File: config.mk
export PLATFORM = sky130hd
export DESIGN_NAME = delay_prog_ctl
export DESIGN_NICKNAME = d
export VERILOG_FILES = /design/src/rtl/delay_prog_ctl.sv
export SDC_FILE = /design/constraint.sdc
export NUM_CORES = 1
export LEC_CHECK = 0
export ABC_CLOCK_PERIOD_IN_PS = 3000
export BUFFER_PORTS_ARGS = -buffer_cell sky130_fd_sc_hd__buf_4
export CAP_MARGIN = 0
export CORE_MARGIN = 2
export CORE_UTILIZATION = 56
export DETAILED_ROUTE_END_ITERATION = 7
export PLACE_DENSITY = 0.78
export REMOVE_ABC_BUFFERS = 1
export SETUP_SLACK_MARGIN = 0.2
export SYNTH_ARGS = -nofsm -noshare
export SYNTH_HDL_FRONTEND = slang
export SYNTH_SLANG_ARGS = --single-unit
File: constraint.sdc
create_clock -name clk -period 3 [get_ports clk]
set_input_delay 0.45 -clock clk [delete_from_list [all_inputs] [get_ports clk]]
set_output_delay 0.45 -clock clk [all_outputs]
set_load 0.02 [all_outputs]
File: src/rtl/delay_prog_ctl.sv
`default_nettype none
// ============================================================================
// Module   : delay_prog_ctl
// Brief    : Programming controller for the tapped delay line: accepts delay
//            requests, issues a one-cycle active-low strobe, tracks settling.
// Revision : 1.0 - initial release
// ============================================================================
module delay_prog_ctl #(
    parameter int D_DEPTH      = 3,
    parameter int SETTLE_EXTRA = 2
) (
    input  logic               clk,
    input  logic               rst,
    input  logic               req_valid,
    input  logic [D_DEPTH-1:0] req_delay,
    output logic               req_ready,
    output logic               prog_ctl_,
    output logic [D_DEPTH-1:0] prog_delay,
    output logic [D_DEPTH-1:0] cur_delay,
    output logic               settled,
    output logic               prog_done
);

    localparam int                 c_CNT_W        = D_DEPTH + 1;
    localparam logic [c_CNT_W-1:0] c_SETTLE_EXTRA = c_CNT_W'(SETTLE_EXTRA);
    localparam logic [c_CNT_W-1:0] c_FLUSH_COUNT  = c_CNT_W'((2 ** D_DEPTH) - 1 + SETTLE_EXTRA);
    localparam logic [c_CNT_W-1:0] c_ONE          = c_CNT_W'(1);

    typedef enum logic [1:0] {
        ST_IDLE   = 2'd0,
        ST_PROG   = 2'd1,
        ST_SETTLE = 2'd2
    } state_t;

    state_t               r_state,    w_state_nxt;
    logic [c_CNT_W-1:0]   r_count,    w_count_nxt;
    logic [D_DEPTH-1:0]   r_target,   w_target_nxt;
    logic [D_DEPTH-1:0]   r_old,      w_old_nxt;
    logic [D_DEPTH-1:0]   r_cur,      w_cur_nxt;
    logic [D_DEPTH-1:0]   r_pdelay,   w_pdelay_nxt;
    logic                 r_prog_n,   w_prog_n_nxt;
    logic                 r_settled,  w_settled_nxt;
    logic                 r_done,     w_done_nxt;
    logic                 r_ready,    w_ready_nxt;

    logic [c_CNT_W-1:0]   w_max;
    logic [c_CNT_W-1:0]   w_k;
    logic                 w_accept;

    // Settle length covers the longer of the old and new tap distances
    assign w_max    = (r_old > r_target) ? {1'b0, r_old} : {1'b0, r_target};
    assign w_k      = w_max + c_SETTLE_EXTRA;
    assign w_accept = req_valid & r_ready;

    always_comb begin
        w_state_nxt   = r_state;
        w_count_nxt   = r_count;
        w_target_nxt  = r_target;
        w_old_nxt     = r_old;
        w_cur_nxt     = r_cur;
        w_pdelay_nxt  = r_pdelay;
        w_settled_nxt = r_settled;
        w_prog_n_nxt  = 1'b1;
        w_done_nxt    = 1'b0;
        w_ready_nxt   = 1'b0;

        case (r_state)
            ST_IDLE: begin
                w_ready_nxt = 1'b1;
                if (w_accept && (req_delay != r_cur)) begin
                    w_target_nxt  = req_delay;
                    w_old_nxt     = r_cur;
                    w_pdelay_nxt  = req_delay;
                    w_prog_n_nxt  = 1'b0;
                    w_settled_nxt = 1'b0;
                    w_ready_nxt   = 1'b0;
                    w_state_nxt   = ST_PROG;
                end
            end
            ST_PROG: begin
                w_cur_nxt   = r_target;
                w_count_nxt = w_k;
                if (w_k == '0) begin
                    w_settled_nxt = 1'b1;
                    w_ready_nxt   = 1'b1;
                    w_state_nxt   = ST_IDLE;
                end else begin
                    w_state_nxt   = ST_SETTLE;
                end
            end
            ST_SETTLE: begin
                // Leaving on the edge where the count steps from 1 to 0
                if (r_count <= c_ONE) begin
                    w_count_nxt   = '0;
                    w_settled_nxt = 1'b1;
                    w_done_nxt    = 1'b1;
                    w_ready_nxt   = 1'b1;
                    w_state_nxt   = ST_IDLE;
                end else begin
                    w_count_nxt   = r_count - c_ONE;
                end
            end
            default: begin
                w_state_nxt = ST_IDLE;
            end
        endcase
    end

    always_ff @(posedge clk) begin
        if (rst) begin
            r_state   <= ST_SETTLE;
            r_count   <= c_FLUSH_COUNT;
            r_target  <= '0;
            r_old     <= '0;
            r_cur     <= '0;
            r_pdelay  <= '0;
            r_prog_n  <= 1'b1;
            r_settled <= 1'b0;
            r_done    <= 1'b0;
            r_ready   <= 1'b0;
        end else begin
            r_state   <= w_state_nxt;
            r_count   <= w_count_nxt;
            r_target  <= w_target_nxt;
            r_old     <= w_old_nxt;
            r_cur     <= w_cur_nxt;
            r_pdelay  <= w_pdelay_nxt;
            r_prog_n  <= w_prog_n_nxt;
            r_settled <= w_settled_nxt;
            r_done    <= w_done_nxt;
            r_ready   <= w_ready_nxt;
        end
    end

    assign req_ready  = r_ready;
    assign prog_ctl_  = r_prog_n;
    assign prog_delay = r_pdelay;
    assign cur_delay  = r_cur;
    assign settled    = r_settled;
    assign prog_done  = r_done;

endmodule
`default_nettype wire

### Word-level counts from Yosys, hierarchy flattened

Cells that the tools add are included.

| storage, ports and cells | value |
|---|---|
| RAM bits | 0 |
| memories | 0 |
| input bits | 6 |
| word-level logic and storage cells | 47 |
| output and inout bits | 10 |
| register bits after elaboration | 19 |
| latch bits | 0 |
| ROM bits | 0 |

| operators by class | value |
|---|---|
| shifts and indexed selects | 0 |
| reductions and logical operators | 10 |
| $mul | 0 |
| mux-type cells | 15 |
| div/mod/pow operators | 0 |
| bitwise operators | 3 |
| equality and inequality tests | 6 |
| add/subtract/negate cells | 2 |
| $lt $le $gt $ge | 2 |

Operators by type and width:

| cell | number |
|---|---|
| $pmux 4 s2 | 1 |
| $mux 1 | 6 |
| $mux 2 | 3 |
| $ne 2x2->1 const B | 3 |
| $pmux 1 s3 | 2 |
| $pmux 2 s3 | 1 |
| $add 3x2->4 const B | 1 |
| $le 4x1->1 const B | 1 |
| $logic_not 4->1 | 1 |
| $mux 4 | 1 |
| $reduce_and 2->1 | 2 |
| $reduce_and 4->1 | 1 |
| $reduce_or 2->1 | 2 |
| $sub 4x1->4 const B | 1 |
| $gt 3x3->1 | 1 |
| $mux 3 | 1 |
| $ne 3x3->1 | 1 |
| $reduce_bool 3->1 | 1 |
| $eq 2x1->1 const B | 1 |
| $eq 2x2->1 const B | 1 |
| $logic_not 2->1 | 1 |
| $not 1->1 | 2 |
| $reduce_bool 2->1 | 1 |
| $and 1x1->1 | 1 |
| $logic_and 1x1->1 | 1 |

### Longest topological paths before layout

Gate-level depths: netlist of run 1.

| depth | value |
|---|---|
| depth in word-level cells | 6 |
| depth in mapped cells | 11 |

### Worst setup path after synthesis of run 1

Ideal clock, no wire load.

| timing | value |
|---|---|
| kind | reg-to-reg |
| start point | register, netlist name prog_delay[1] |
| end point | register r_count[3] |
| slack | 0.573 ns |
| arrival time | 2.305 ns |
| required time | 2.878 ns |
| stages on the path, launching flop included | 11 |
| setup time | 0.122 ns |
| cell sequence | dfxtp_1 inv_1 ha_1 nor2b_1 o21ai_1 nand2_1 mux2i_1 inv_1 ha_1 a32o_1 a221o_1 |

RTL lines:

| what | RTL line | source |
|---|---|---|
| end signal: assignment | 112 | `r_count <= c_FLUSH_COUNT;` |
| end signal: assignment | 123 | `r_count <= w_count_nxt;` |
| end: declaration | 36 | `logic [c_CNT_W-1:0] r_count, w_count_nxt;` |

==> results.md, run 1 <==
* Status: finished, final reports clean
* Setup Fix Bufs, Post-CTS at 0
* Dpl hpwl at 1.74 mm
* Final instance area at 0.00133 mm2
* DR vias/cell at 5.70
* Inst Count DP at 169
* Core outline area at 0.00196 mm2
* Peak VDD IR at 392 uV
* Worst path max stage delay at 430 ps
* Clock latency on the worst-skew pair at 300 ps
* I/O pins at 16
* Hold Crit Class: in -> reg
* Slowest CP cell: dfxtp_1
* Synth warnings at 0
* Fin util at between 60 and 70%
* Total GRT Usage at roughly 22%
* Worst Skew at roughly 0.63 ps
* Distinct cells, synth at 40
* Final non-filler cell total at 173
* RSZ-0062 raised after global routing: false
* Setup violations, final at 0
* Max-cap violations at 0
* Vias at about 1000
* Data required time of the critical path at 3210 ps
* Dpl cell area at 0.00131 mm2
* Largest net degree at the start of global routing at 21
* Setup TNS at 0 ps
* Grt ovf at 0
* Routability cong. at 0.877
* P_leak at about 0.56 nW
* Ant. Diodes at 0
* I/O Buffers at 15
* PD cells at 677 mW/mm2
* DIE AREA at 0.00247 mm2
* Clock Path Buffers at 2
* Initial Util at 59.7%
* Final worst-path cycle share at 84.7%
* Slew margin rel. at 69.4%
* Async set-or-reset flop fraction in the synthesized netlist at 0%
* Synth Area per Inst at 9.01 um2
* Hold-fix buffers, CTS at 0
* Area growth from synthesis to layout at 13.8%
* Clock transition at the registers of the reported paths at between 100 and 150 ps
* Seq/Total Area, Yosys at about a third
* Critical-path maximum fanout at 6
* Post-CTS Resized at 0
* Number of synthesized flops with an enable pin at 0
* Initial antenna violation count at 0
* H-tree depth at 1
* Highest Clock Rate at 0.394 GHz
* Die X at 49.7 um
* CTS tree: done
* Minimum clock period at 2540 ps
* DRT Pass-1 Iters at 4
* Starting DRT DRC Count at 15
* Mapped Cells at 130
* Nets at 165
* Die Span Y at 49.7 um
* Fraction of layout instances using a drive strength above 1 at approximately 16%
* First-pass GRT wire length at 4.11 mm
* # DRC at 0
* Final Max Tran Viols at 0
* Synth Cell Area at 0.00117 mm2
* FP Rows at 16
* Worst setup EP type: flop
* Drt wl/cell at around 13 um
* CTS sink count at 19
* Worst Setup Start Kind: flop
* Fin. Hold Viols at 0
* Routed WL at about 2.3 mm
* Hold WS at 392 ps
* Post-route ant nets at 0
* Clock root buffer: clkbuf_4
* Critical path cell sequence: inv_1 > ha_1 > nor2b_1 > o21ai_1 > nand2_1 > mux2i_1 > inv_1 > ha_1 > a32o_1 > a221o_1
* WP data arrival at 2750 ps
* Vias in the first global route at 970
* Crit Path Class: reg -> reg
* Number of synthesized register bits at 19
* Top_reg_cell synth: dfxtp_1
* CTS buffer count at 3
* Tightest Pin Transition at 459 ps
layer usage:
metal / up-vias / routed length [um] / GRT usage, %
met1: 462 / 1040 / 24.9
met4: 0 / 49 / 8.80
met3: 7 / 75 / 3.94
met5: - / 0 / 0
li1: 491 / - / -
met2: 26 / 1140 / 38.7
layout make-up:
type,instances,area [um2]
clock inverter,1,5.00
timing repair buffer,15,113
inverter,17,63.8
multi-input combinational,91,714
sequential,19,380
fill,178,629
tap,27,33.8
clock buffer,3,22.5
final timing paths:
kind                              start                         end  slack [ps]  depth (start not counted)
max          prog_delay[1]$_SDFFE_PP0P_     r_count[3]$_SDFFE_PP1P_         460                         10
min                        req_delay[2]  prog_delay[2]$_SDFFE_PP0P_         390                          3
max reg2reg  prog_delay[1]$_SDFFE_PP0P_     r_count[3]$_SDFFE_PP1P_         460                         10
min reg2reg        settled$_SDFFE_PP0P_        settled$_SDFFE_PP0P_         510                          2
synth_stat cells (all sizes together) (2+ instances only):
master	n	area (um2)
dfxtp	19	380
nor2	18	70.1
inv	17	63.8
ha	12	150
mux2i	12	120
nand2	5	18.8
a21oi	4	20.0
nor3	4	20.0
o21ai	4	20.0
xor2	3	26.3
a221oi	2	23.8
a22oi	2	15.0
clkbuf	2	7.51
nand2b	2	12.5
nand3	2	10.0
o311ai	2	35.0
or3	2	13.8
cell usage in the layout, fill, tap and decap left out, drive strengths merged, types with 2 or more instances in the layout:
cell type	n
a22oi	2
or3	2
mux2i	12
xor2	3
nand2b	2
o311ai	2
a21oi	4
dfxtp	19
a221oi	2
inv	17
ha	12
buf	15
nor3	4
nand3	2
nor2	18
o21ai	4
nand2	5
clkbuf	3
worst max-delay path: cells and delay by family (launching register included):
| family | cells | cell delay [ps] |
|---|---|---|
| compound gates | 3 | 800 |
| mux | 1 | 240 |
| buf+inv | 2 | 150 |
| flops | 1 | 430 |
| simple gates | 2 | 280 |
| fa+ha+maj | 2 | 540 |
power by group:
group | total [mW] | switching, mW | internal (mW) | leakage (nW)
sequential | 0.342 | 0.0443 | 0.298 | 0.155
clock | 0.133 | 0.0836 | 0.0498 | 0.0177
combinational | 0.427 | 0.237 | 0.190 | 0.392
total | 0.902 | 0.365 | 0.538 | 0.565
state kept, by name, summed over array words and instances, names as in the netlist:
| name | count |
|---|---|
| cur_delay | 3 |
| prog_ctl_ | 1 |
| prog_delay | 3 |
| prog_done | 1 |
| r_count | 4 |
| r_old | 3 |
| r_state | 2 |
| req_ready | 1 |
| settled | 1 |
through the flow:
stage,total power [mW],setup WS (ps)
floorplan,0.667,573
detailed placement,0.773,521
finish,0.902,460
global placement,0.757,622
CTS,0.907,466
global route,0.964,249
kinds of logic after synthesis:
group | Yosys count | share of synthesized area [%]
compound gates | 25 | 19.7
xor+xnor | 3 | 2.24
fa+ha+maj | 12 | 12.8
buf+inv | 20 | 6.52
flops | 19 | 32.5
mux | 12 | 10.3
simple gates | 39 | 16.0
Power figures use the tool's default switching activity.
==> run 2, diff against run 1 <==
--- a/config.mk
+++ b/config.mk
@@ -5,13 +5,14 @@
 export SDC_FILE = /design/constraint.sdc
 export NUM_CORES = 1
 export LEC_CHECK = 0
-export ABC_CLOCK_PERIOD_IN_PS = 3000
+export ABC_AREA = 1
+export ABC_CLOCK_PERIOD_IN_PS = 2600
 export BUFFER_PORTS_ARGS = -buffer_cell sky130_fd_sc_hd__buf_4
 export CAP_MARGIN = 0
 export CORE_MARGIN = 2
-export CORE_UTILIZATION = 56
+export CORE_UTILIZATION = 55
 export DETAILED_ROUTE_END_ITERATION = 7
-export PLACE_DENSITY = 0.78
+export PLACE_DENSITY = 0.77
 export REMOVE_ABC_BUFFERS = 1
 export SETUP_SLACK_MARGIN = 0.2
 export SYNTH_ARGS = -nofsm -noshare
==> constraint.sdc (replaced) <==
create_clock -name clk -period 2.6 [get_ports clk]
set_input_delay 0.39 -clock clk [delete_from_list [all_inputs] [get_ports clk]]
set_output_delay 0.39 -clock clk [all_outputs]
set_load 0.02 [all_outputs]
==> results.md, run 2 <==
* Post-CTS Resized at 0
* Yosys top cell area share at between 30% and 40%
* Clock Path Buffers at 2
* Worst Skew at about 1.7 ps
* Fraction of layout instances using a drive strength above 1 at 16.9%
* Area growth from synthesis to layout at 14.5%
* FP Rows at 16
* Clock latency on the worst-skew pair at 300 ps
* Highest Clock Rate at 0.526 GHz
* DR vias/cell at 5.07
* Fin. Hold Viols at 0
* Vias at a little under 1k
* Distinct cells, synth at 19
* Final worst-path cycle share at roughly three quarters
* Leading cell types in the layout, fill and taps excluded: 28 x inv_1, 28 x nand2_1, 19 x dfxtp_1
* CTS buffer count at 3
* Worst setup EP type: flop
* P_leak at 0.619 nW
* Status: finished, final reports clean
* Minimum clock period at approximately 1900 ps
* Async set-or-reset flop fraction in the synthesized netlist at 0%
* Largest Register: r_count
* Initial antenna violation count at 0
* Crit Path Class: reg -> reg
* Number of synthesized flops with an enable pin at 0
* Top_reg_cell synth: dfxtp_1
* DIE AREA at 0.00235 mm2
* Final Max Tran Viols at 0
* Cells taking the most area after synthesis: dfxtp_1 35%, ha_1 14%, inv_1 9.7%
* Nets at ~190
* Synth Area per Inst at 7.31 um2
* Clock root buffer: clkbuf_4
* Die Span Y at 48.5 um
* Final non-filler cell total at 193
* Area leader, netlist: dfxtp_1
* Mapped Cells at between 100 and 150
* WP data arrival at 2110 ps
* I/O Buffers at 15
* Max-cap violations at 0
* H-tree depth at 1
* Synth Cell Area at 0.00109 mm2
* Fin util at 64.8%
* Ant. Diodes at 0
* Synth cell count leaders: 28 x inv_1, 28 x nand2_1, 19 x dfxtp_1
* Worst Setup Start Kind: flop
* Dpl cell area at between 0.001 and 0.0015 mm2
* Routability cong. at 0.807
* CTS sink count at 19
* Hold WS at 285 ps
* Largest net degree at the start of global routing at 16
* Setup violations, final at 0
* Core outline area at ~0.0019 mm2
* Tightest Pin Transition at around 430 ps
* Number of synthesized register bits at 19
* Peak VDD IR at between 400 and 500 uV
* Dpl hpwl at 1.70 mm
* First-pass GRT wire length at 3.86 mm
* Total GRT Usage at between 20% and 30%
* Synth warnings at 0
* RSZ-0062 raised after global routing: false
* Seq/Total Area, Yosys at 34.9%
* Initial Util at a little under three fifths
* Setup Fix Bufs, Post-CTS at 0
* I/O pins at 16
* Hold Crit Class: in -> reg
* Final instance area at 0.00125 mm2
* DRT Pass-1 Iters at 4
* Data required time of the critical path at 2810 ps
* Setup TNS at 0 ps
* Routed WL at 2.19 mm
* Max FFs per register at 4
* Inst Count DP at ~190
* # DRC at 0
* Starting DRT DRC Count at 6
* Clock transition at the registers of the reported paths at 110 ps
* Critical-path maximum fanout at 4
* Post-route ant nets at 0
* Vias in the first global route at about 1000
* Slew margin rel. at 71.5%
* CTS tree: done
* Grt ovf at 0
* Drt wl/cell at 11.3 um
* Die X at 48.5 um
* PD cells at 824 mW/mm2
* Hold-fix buffers, CTS at 0
==> run 2: cell count changes in the layout (fill, tap and decap cells not counted), moves of 4 or more <==
cell,change
o21ai_0,+12
nor2_1,-13
nand3_1,+6
mux2i_1,-12
nand2_1,+23
nand2_2,+4
inv_1,+11
a21oi_1,+13
==> run 2: final timing paths <==
path                              start               endpoint  slack [ps]  cells after the start
max reg2reg  prog_delay[2]$_SDFFE_PP0P_   req_ready$_SDFF_PP0_         700                     13
max          prog_delay[2]$_SDFFE_PP0P_   req_ready$_SDFF_PP0_         700                     13
min                                 rst   prog_done$_SDFF_PP0_         280                      2
min reg2reg       r_old[2]$_SDFFE_PP0P_  r_old[2]$_SDFFE_PP0P_         500                      2
==> run 2: final cells by class <==
cell class / count / area (um2)
clock buffers: 3 / 22.5
clock inverters: 1 / 5.00
fillers: 189 / 676
inverters: 28 / 105
multi-input cells: 100 / 587
flip-flops and latches: 19 / 380
well taps: 27 / 33.8
repair buffers: 15 / 113
==> run 2: logic make-up (layout without fill, tap and decap cells) <==
kind of cell             Yosys count  after routing  share of synthesized area [%]
AO/OA/AOI/OAI                     35             35                           17.0
flip-flops                        19             19                           34.9
AND/OR/NAND/NOR                   51             51                           21.5
buffers and inverters             30             47                           11.1
XOR/XNOR                           2              2                           1.61
adder cells (fa/ha/maj)           12             12                           13.8
==> run 2: worst max-delay path: stages, from the launching register on <==
cell and delay [ps]:
dfxtp_1 370, inv_1 80, ha_1 330, a21oi_1 200, nand2_2 100, nand2_2 90
nand2_1 60, o21ai_2 80, inv_1 80, ha_1 180, nand2_1 60, inv_1 40
nand3_1 70, a21oi_1 60
==> run 2: per-layer routing <==
metal  part of all wire [%]  track usage [%]
met1                     44             21.3
met5                      0                0
met3                    2.5             2.78
met2                     51             41.2
met4                    1.8             9.05
==> run 2: power breakdown <==
part / switching, mW / internal, mW / total [mW]
registers: 0.0471 / 0.351 / 0.398
clock network: 0.0956 / 0.0574 / 0.153
logic: 0.292 / 0.185 / 0.477
==> run 2: through the flow <==
stage	power [mW]	setup WS [ps]
floorplan	0.762	709
global placement	0.862	790
detailed placement	0.882	717
CTS	1.04	704
global route	1.13	573
finish	1.03	699
